<file path="src/rtl/vga_sprite_fetch.sv">
// vga_sprite_fetch: ping-pong line-buffered sprite fetcher feeding one layer-selector input.
module vga_sprite_fetch #(
    parameter int          WIDTH       = 32,
    parameter int          HEIGHT      = 32,
    parameter logic [15:0] TRANSPARENT = 16'hF81F
) (
    input  logic        CLK,
    input  logic        RESET_N,
    input  logic [9:0]  VGA_X,
    input  logic        VGA_LINE_START,
    input  logic [9:0]  VGA_NEXT_Y,
    input  logic        SPRITE_EN,
    input  logic [9:0]  SPRITE_X,
    input  logic [9:0]  SPRITE_Y,
    input  logic [19:0] SPRITE_BASE,
    output logic        MEM_REQ,
    output logic [19:0] MEM_ADDR,
    input  logic        MEM_ACK,
    input  logic [15:0] MEM_DATA,
    output logic        VGA_SPRITE_ISOBJ,
    output logic [15:0] VGA_SPRITE_PIXEL,
    output logic        FETCH_BUSY,
    output logic        FETCH_OVERRUN
);
    localparam int CW = $clog2(WIDTH);
    typedef enum logic [1:0] {IDLE, FETCH, DRAIN} state_t;
    state_t state, state_nx;
    logic [15:0] line_buf [2][WIDTH];
    logic [9:0] buf_x [2];
    logic [1:0] buf_valid;
    logic fill_sel, pending;
    logic [CW-1:0] col, off;
    logic [19:0] row_addr;
    logic hit, ack_fire, done, overrun, restart, in_rng, obj;
    logic [9:0] disp_x;
    logic [15:0] disp_pix;

    assign hit = SPRITE_EN && ({1'b0, VGA_NEXT_Y} >= {1'b0, SPRITE_Y})
                 && ({1'b0, VGA_NEXT_Y} < {1'b0, SPRITE_Y} + 11'(HEIGHT));
    assign ack_fire = MEM_REQ && MEM_ACK;
    // A final ACK coinciding with LINE_START still completes the line.
    assign done = state == FETCH && ack_fire && col == CW'(WIDTH - 1);
    assign overrun = VGA_LINE_START && state == FETCH && !done;
    assign restart = state_nx == FETCH && (state != FETCH || VGA_LINE_START);
    assign FETCH_BUSY = state != IDLE;

    always_comb begin
        state_nx = state;
        case (state)
            IDLE:    state_nx = (VGA_LINE_START && hit) ? FETCH : IDLE;
            FETCH:   state_nx = VGA_LINE_START ? ((MEM_REQ && !MEM_ACK) ? DRAIN : (hit ? FETCH : IDLE))
                                               : (done ? IDLE : FETCH);
            DRAIN:   state_nx = !ack_fire ? DRAIN : ((VGA_LINE_START ? hit : pending) ? FETCH : IDLE);
            default: state_nx = IDLE;
        endcase
    end

    always_ff @(posedge CLK or negedge RESET_N) begin
        if (!RESET_N) state <= IDLE;
        else state <= state_nx;
    end

    always_ff @(posedge CLK or negedge RESET_N) begin
        if (!RESET_N) begin
            MEM_REQ       <= 1'b0;
            MEM_ADDR      <= '0;
            col           <= '0;
            buf_valid     <= '0;
            fill_sel      <= 1'b0;
            pending       <= 1'b0;
            row_addr      <= '0;
            FETCH_OVERRUN <= 1'b0;
        end else begin
            FETCH_OVERRUN <= overrun;
            if (restart) begin
                col     <= '0;
                MEM_REQ <= 1'b0;
            end else if (ack_fire) begin
                col     <= col + CW'(1);
                MEM_REQ <= 1'b0;
            end else if (state == FETCH && state_nx == FETCH && !MEM_REQ) begin
                MEM_REQ  <= 1'b1;
                MEM_ADDR <= row_addr + 20'(col);
            end
            if (VGA_LINE_START) begin
                fill_sel              <= !fill_sel;
                buf_valid[fill_sel]   <= buf_valid[fill_sel] || done;
                buf_valid[!fill_sel]  <= 1'b0;
                pending               <= hit;
                row_addr              <= SPRITE_BASE + (20'(VGA_NEXT_Y - SPRITE_Y) << CW);
            end else if (done) begin
                buf_valid[fill_sel] <= 1'b1;
            end
        end
    end

    // Drained words are never written: only FETCH owns the fill buffer.
    always_ff @(posedge CLK) begin
        if (state == FETCH && ack_fire) line_buf[fill_sel][col] <= MEM_DATA;
        if (VGA_LINE_START) buf_x[!fill_sel] <= SPRITE_X;
    end

    assign disp_x   = buf_x[!fill_sel];
    assign off      = CW'(VGA_X - disp_x);
    assign disp_pix = line_buf[!fill_sel][off];
    assign in_rng   = ({1'b0, VGA_X} >= {1'b0, disp_x}) && ({1'b0, VGA_X} < {1'b0, disp_x} + 11'(WIDTH));
    assign obj      = buf_valid[!fill_sel] && in_rng && disp_pix != TRANSPARENT;

    always_ff @(posedge CLK or negedge RESET_N) begin
        if (!RESET_N) begin
            VGA_SPRITE_ISOBJ <= 1'b0;
            VGA_SPRITE_PIXEL <= '0;
        end else begin
            VGA_SPRITE_ISOBJ <= obj;
            VGA_SPRITE_PIXEL <= obj ? disp_pix : 16'h0000;
        end
    end
endmodule

</file>
<file path="config.mk">
export PLATFORM = sky130hd
export DESIGN_NAME = vga_sprite_fetch
export DESIGN_NICKNAME = d
export VERILOG_FILES = /design/src/rtl/vga_sprite_fetch.sv
export SDC_FILE = /design/constraint.sdc
export NUM_CORES = 1
export LEC_CHECK = 0
export ABC_AREA = 1
export BUFFER_PORTS_ARGS = -buffer_cell sky130_fd_sc_hd__buf_2
export CAP_MARGIN = 20
export CORE_MARGIN = 2
export CORE_UTILIZATION = 45
export DETAILED_ROUTE_END_ITERATION = 7
export PLACE_DENSITY_LB_ADDON = 0.05
export SYNTH_ARGS = -nofsm -noshare
export SYNTH_HDL_FRONTEND = slang
export SYNTH_SLANG_ARGS = --single-unit
</file>
<file path="constraint.sdc">
create_clock -name CLK -period 3.8 [get_ports CLK]
set_input_delay 0.19 -clock CLK [delete_from_list [all_inputs] [get_ports CLK]]
set_output_delay 0.19 -clock CLK [all_outputs]
set_load 0.02 [all_outputs]
</file>
# --- Word-level counts from Yosys, hierarchy flattened ---
# Memory sizes are Yosys's and may differ from the RTL's.
# Cells that the tools add are included.
totals:
  in_bits: 81
  ramBits: 1044
  regBits: 70
  latch_bits: 0
  n_memories: 2
  romBits: 0
  output_inout_bits: 40
  word_cells: 109
classes:
  n_div: 0
  muxes: 35
  mul: 0
  n_eq_ne: 6
  addsub: 7
  bitwise_logic: 7
  reduce_logical: 30
  order_cmp: 11
  n_shift: 0
memory_table:
  columns: ["name", "words", "width", "rd", "rd_clocked_by_memory_dff", "wr", "line", "source"]
  rows:
  - ["line_buf", 2, 512, 1, 0, 1, "28", "logic [15:0] line_buf [2][WIDTH];"]
  - ["buf_x", 2, 10, 1, 0, 1, "29", "logic [9:0] buf_x [2];"]
op_table:
  columns: ["cell", "count"]
  rows:
  - ["$mux 512", 1]
  - ["$bmux 16 s5", 1]
  - ["$demux 16 s5", 1]
  - ["$mux 16", 4]
  - ["$add 10x6->11 const B", 2]
  - ["$lt 10x11->1", 2]
  - ["$add 20x20->20", 1]
  - ["$add 20x5->20", 1]
  - ["$ge 10x10->1", 2]
  - ["$logic_and 1x1->1", 18]
  - ["$mux 1", 17]
  - ["$ne 16x16->1 const B", 1]
  - ["$ge 6x6->1 const B", 2]
  - ["$not 5->6", 2]
  - ["$sub 10x10->11", 1]
  - ["$mux 2", 5]
  - ["$mux 5", 2]
  - ["$lt 6x1->1 const B", 1]
  - ["$pmux 2 s3", 1]
  - ["$reduce_bool 2->1", 3]
  - ["$add 5x1->5 const B", 1]
  - ["$eq 5x5->1 const B", 1]
  - ["$sub 5x5->5", 1]
  - ["$eq 2x1->1 const B", 2]
  - ["other kinds (15)", 23]

# --- Longest topological paths before layout ---
depth:
  word_depth: 13
  mapped_depth: 27
  ltp_nobuf: 20

# --- Worst setup path after synthesis ---
# No wires, ideal clock.
synth_timing:
  path_type: "reg2reg"
  start: "register fill_sel"
  end: "register VGA_SPRITE_PIXEL[10]"
  path_buffers: 7
  required_time_ps: 3685
  slack_ps: 80
  arrival_ps: 3605
  setup_time_ps: 115
  stages_incl_launch_ff: 24
  synth_period_minus_slack_ps: 3720
  path_cell_list: "dfrtp_1 -> buf_6 -> buf_2 -> buf_2 -> buf_1 -> mux2i_1 -> fa_1 -> inv_1 -> clkbuf_1 -> clkbuf_1 -> nand3_1 -> nand2_1 -> nand2_1 -> nand3_1 -> nand3_1 -> nand2_1 -> inv_2 -> nor2_1 -> nand2_1 -> nor2_1 -> nand2_2 -> nand2_4 -> buf_8 -> nor2_2"
synth_via:
  elab_chain_cells: 10
  elab_cells_between_ends: 18
  classes_between: "2 x add/sub; 2 x order compare; 1 x eq/ne; 6 x mux; 1 x bitwise; 4 x reduce/logical; 2 x memory"
synth_rtl:
  columns: ["item", "line", "source"]
  rows:
  - ["start, declared", "31", "logic fill_sel, pending;"]
  - ["start signal, assigned", "86", "fill_sel <= !fill_sel;"]
  - ["$logic_not 1->1", "103, 105", null]
  - ["$mem_v2 2x10", null, null]
  - ["$sub 5x5->5", "104", "assign off = CW'(VGA_X - disp_x);"]
  - ["$not 5->6", "105", "assign disp_pix = line_buf[!fill_sel][off];"]
  - ["$bmux 16 s5", "105", null]
  - ["$mux 16 (not written as such) (2 in a row)", "105", null]
  - ["$ne 16x16->1", "107", "assign obj = buf_valid[!fill_sel] && in_rng && disp_pix != TRANSPARENT;"]
  - ["$logic_and 1x1->1", "107", null]
  - ["$mux 16 *", "115", "VGA_SPRITE_PIXEL <= obj ? disp_pix : 16'h0000;"]
  - ["end signal, assigned", "115", null]
  - ["end, declared", "21", "output logic [15:0] VGA_SPRITE_PIXEL,"]
# Mark *: on every way between the ends. The rest lies on a longest branch, timed or not. The select of a mux whose other input is x is not followed.
# A chain may end at the register's enable or synchronous reset.

# --- Worst setup path in the final report ---
layout_timing:
  start: "register fill_sel"
  end: "register VGA_SPRITE_PIXEL[5]"
# The elaborated chain is that of the path after synthesis.

==> flow_metrics.env <==
export IMPL_async_reset_ff_share_pct=6.28
export IMPL_cts_root_buf="clkbuf_16"
export IMPL_period_minus_slack_ns=3.70
export IMPL_cp_end_kind="flop"
export IMPL_diodes=0
export IMPL_synth_edff_count=1044
export IMPL_cts_tree="done"
export IMPL_remaining_drc_errors=0
export IMPL_grt_max_degree=188
export IMPL_final_layout_size_suffix_gt1_share_pct=13.2
export IMPL_syn_nets=4487
export IMPL_drtIter0Drc=3077
export IMPL_syn_area_um2=48100
export IMPL_grt_pass1_vias=30800
export IMPL_p_per_area_nw_per_um2=790
export IMPL_first_pass_iters=6
export IMPL_final_nets=4718
export IMPL_reg2regPathDepth=21
export IMPL_cap_violations=0
export IMPL_run_status="finished, final reports clean"
export IMPL_synthTopCellsByCount="nand2_1 (1136), edfxtp_1 (1044), nand3_1 (665), nor2_1 (375), inv_1 (291)"
export IMPL_fp_dieW_um=331
export IMPL_timing_rr_end="VGA_SPRITE_PIXEL[5]"
export IMPL_clock_skew_ns=0.0262
export IMPL_min_path_type="in2async"
export IMPL_antenna_found_initial=4
export IMPL_synth_top_area_cell="edfxtp_1"
export IMPL_placeableCoreArea_um2=106000
export IMPL_htreeDepth=3
export IMPL_yosys_warnings=0
export IMPL_hold_slack_ns=0.0200
export IMPL_ioPinCount=121
export IMPL_grtUsageTotal_pct=25.5
export IMPL_rrSetupSlack_ns=0.10
export IMPL_fmax_ghz=0.271
export IMPL_synthMostInstantiatedCell="nand2_1"
export IMPL_postSynthAreaPerCell_um2=11.1
export IMPL_ys_seq_elements=1114
export IMPL_clock_latency_ns=0.71
export IMPL_grt_pass1_wl_um=205000
export IMPL_ys_seq_area_share_pct=68.8
export IMPL_synthTopCellsByArea="edfxtp_1 (65%), nand2_1 (8.9%), nand3_1 (6.9%), dfrtp_1 (3.6%), nor2_1 (2.9%)"
export IMPL_cp_start_kind="flop"
export IMPL_cts_max_path_buffers=3
export IMPL_total_power_uw=44000
export IMPL_syn_instance_count=4346
export IMPL_clock_sinks=1114
export IMPL_maxSlewViolCount=0
export IMPL_synthFlopType="edfxtp_1"
export IMPL_synth_cell_types=44
export IMPL_leakage_uw=0.0216
export IMPL_dieHeight_um=331
export IMPL_final_hold_violation_count=0
export IMPL_area_growth_pct=15.9
export IMPL_die_area_um2=110000
export IMPL_period_share_pct=97.3
export IMPL_vias_per_cell=5.35
export IMPL_portBuffers=120
export IMPL_critPathKind="reg2reg"
export IMPL_routed_wl_um=141000
export IMPL_required_ns=4.39
export IMPL_grt_remaining_overflow=0
export IMPL_num_rows=119
export IMPL_start_util_pct=45.5
export IMPL_wire_per_inst_um=23.2
export IMPL_vias=32500
export IMPL_clk_pin_slew_ns=0.06
export IMPL_netlist_area_leader_share_pct=65.2
export IMPL_crit_arrival_ns=4.29
export IMPL_dp_hpwl_um=84600
export IMPL_tightest_slew_ns=1.06
export IMPL_timing_rr_start="fill_sel"
export IMPL_numCtsBuffers=118
export IMPL_final_core_util_pct=52.7
export IMPL_finalSetupViolCount=0
export IMPL_slew_headroom_pct=29.5
export IMPL_irDropWorstVdd_v=0.000678
export IMPL_place_congestion=0.866
export IMPL_critPathMaxFanout=11
export IMPL_ant_nets=0
==> through the flow <==
step	instance area [um^2]	setup WS [ns]	instances	TNS, ns
3_3_place_gp	51000	-0.110	5802	-1.62
5_1_grt	55700	-0.0152	6064	-0.0270
4_1_cts	55200	0.00573	6054	0
3_5_place_dp	51000	-0.128	5802	-1.88
2_1_floorplan	48100	0.0805	4346	0
6_report	55700	0.104	6064	0
==> kinds of logic after synthesis <==
kind of cell | share of synthesized area, %
XOR/XNOR | 0.671
multiplexers | 0.0832
buffers and inverters | 5.18
adder cells (fa/ha/maj) | 1.62
flip-flops | 68.8
AO/OA/AOI/OAI | 4.06
AND/OR/NAND/NOR | 19.6
==> sequential cells by signal (all words and copies together), names as in the netlist <==
| signal | count |
|---|---|
| line_buf | 1024 |
| MEM_ADDR | 20 |
| buf_x | 20 |
| row_addr | 20 |
| VGA_SPRITE_PIXEL | 16 |
| col | 5 |
| buf_valid | 2 |
| state | 2 |
| FETCH_OVERRUN | 1 |
| MEM_REQ | 1 |
| VGA_SPRITE_ISOBJ | 1 |
| fill_sel | 1 |
| pending | 1 |
==> worst max-delay path, cell delays in order (launching register included) <==
cell and delay [ns]:
dfrtp_4 0.53, inv_8 0.06, nand2_1 0.05, nand2_2 0.07, ha_4 0.12, inv_1 0.06, fa_4 0.92, clkinv_8 0.10
buf_12 0.16, buf_4 0.18, nand3_1 0.10, nand3_1 0.12, nand3_1 0.16, nand3_4 0.12, nand2_1 0.11, inv_2 0.04
nor2_1 0.07, nand2_1 0.09, nor2_2 0.15, nand2_4 0.14, nand2_8 0.18, nor2_4 0.05
==> repair_timing <==
item / 4_1_cts / 5_1_grt
cloned: 3 / 1
buffers inserted: 1 / 9
hold buffers: 32 / 0
resized for setup: 16 / 84
pin swaps: 2 / 18
endpoints found under the setup margin: 17 / 17
endpoints found under the hold margin: 75 / 0
==> layer usage <==
metal  global-route usage, %  vias up  wire [um]
met5                       0        -          0
met4                    7.57        0       4080
met3                    3.36      202       6910
met2                    42.5      908      69000
met1                    35.0    16000      60700
li1                        -    15400          -
==> how the worst max path moves through the flow <==
stage / startpoint / endpoint / cells past startpoint
global placement: fill_sel / VGA_SPRITE_PIXEL[1] / 19
finish: fill_sel / VGA_SPRITE_PIXEL[5] / 21
CTS: fill_sel / VGA_SPRITE_PIXEL[8] / 20
detailed placement: fill_sel / VGA_SPRITE_PIXEL[0] / 19
global route: fill_sel / VGA_SPRITE_PIXEL[5] / 21
floorplan: fill_sel / VGA_SPRITE_PIXEL[10] / 23
==> final cells by class <==
| type | count | area, um^2 |
|---|---|---|
| clock inverter | 57 | 450 |
| multi-input combinational | 2690 | 13100 |
| timing repair buffer | 350 | 2890 |
| sequential | 1114 | 33100 |
| clock buffer | 159 | 3250 |
| fill | 9335 | 50000 |
| inverter | 303 | 1160 |
| tap | 1391 | 1740 |
==> cell usage in the layout, fill, tap and decap left out, types with 5 or more instances in the layout <==
cell type / instances
nor2_2: 12
dlygate4sd3_1: 32
o211ai_1: 73
a21o_1: 5
dfrtp_1: 69
inv_2: 6
nand2_1: 1133
buf_4: 160
nor4_1: 6
buf_2: 119
edfxtp_1: 1044
or2_2: 7
nand3_1: 598
clkinv_2: 13
xor2_1: 25
clkbuf_8: 6
ha_1: 55
nor3_1: 12
buf_12: 30
a31oi_1: 5
xnor2_1: 9
clkbuf_1: 31
a21oi_1: 47
clkinv_1: 31
nor2_4: 5
nor2_1: 368
nand3_2: 63
clkinvlp_4: 6
o21ai_0: 156
bufinv_16: 6
inv_1: 290
nor3_2: 26
clkbuf_16: 123
o21ai_1: 36
==> where the power goes <==
| group | total (uW) | internal (uW) | switching [uW] |
|---|---|---|---|
| combinational | 19000 | 5980 | 13100 |
| clock | 11100 | 6360 | 4770 |
| sequential | 13800 | 13600 | 200 |
| total | 44000 | 26000 | 18000 |
Note: power is estimated with default switching activity, not from simulation.
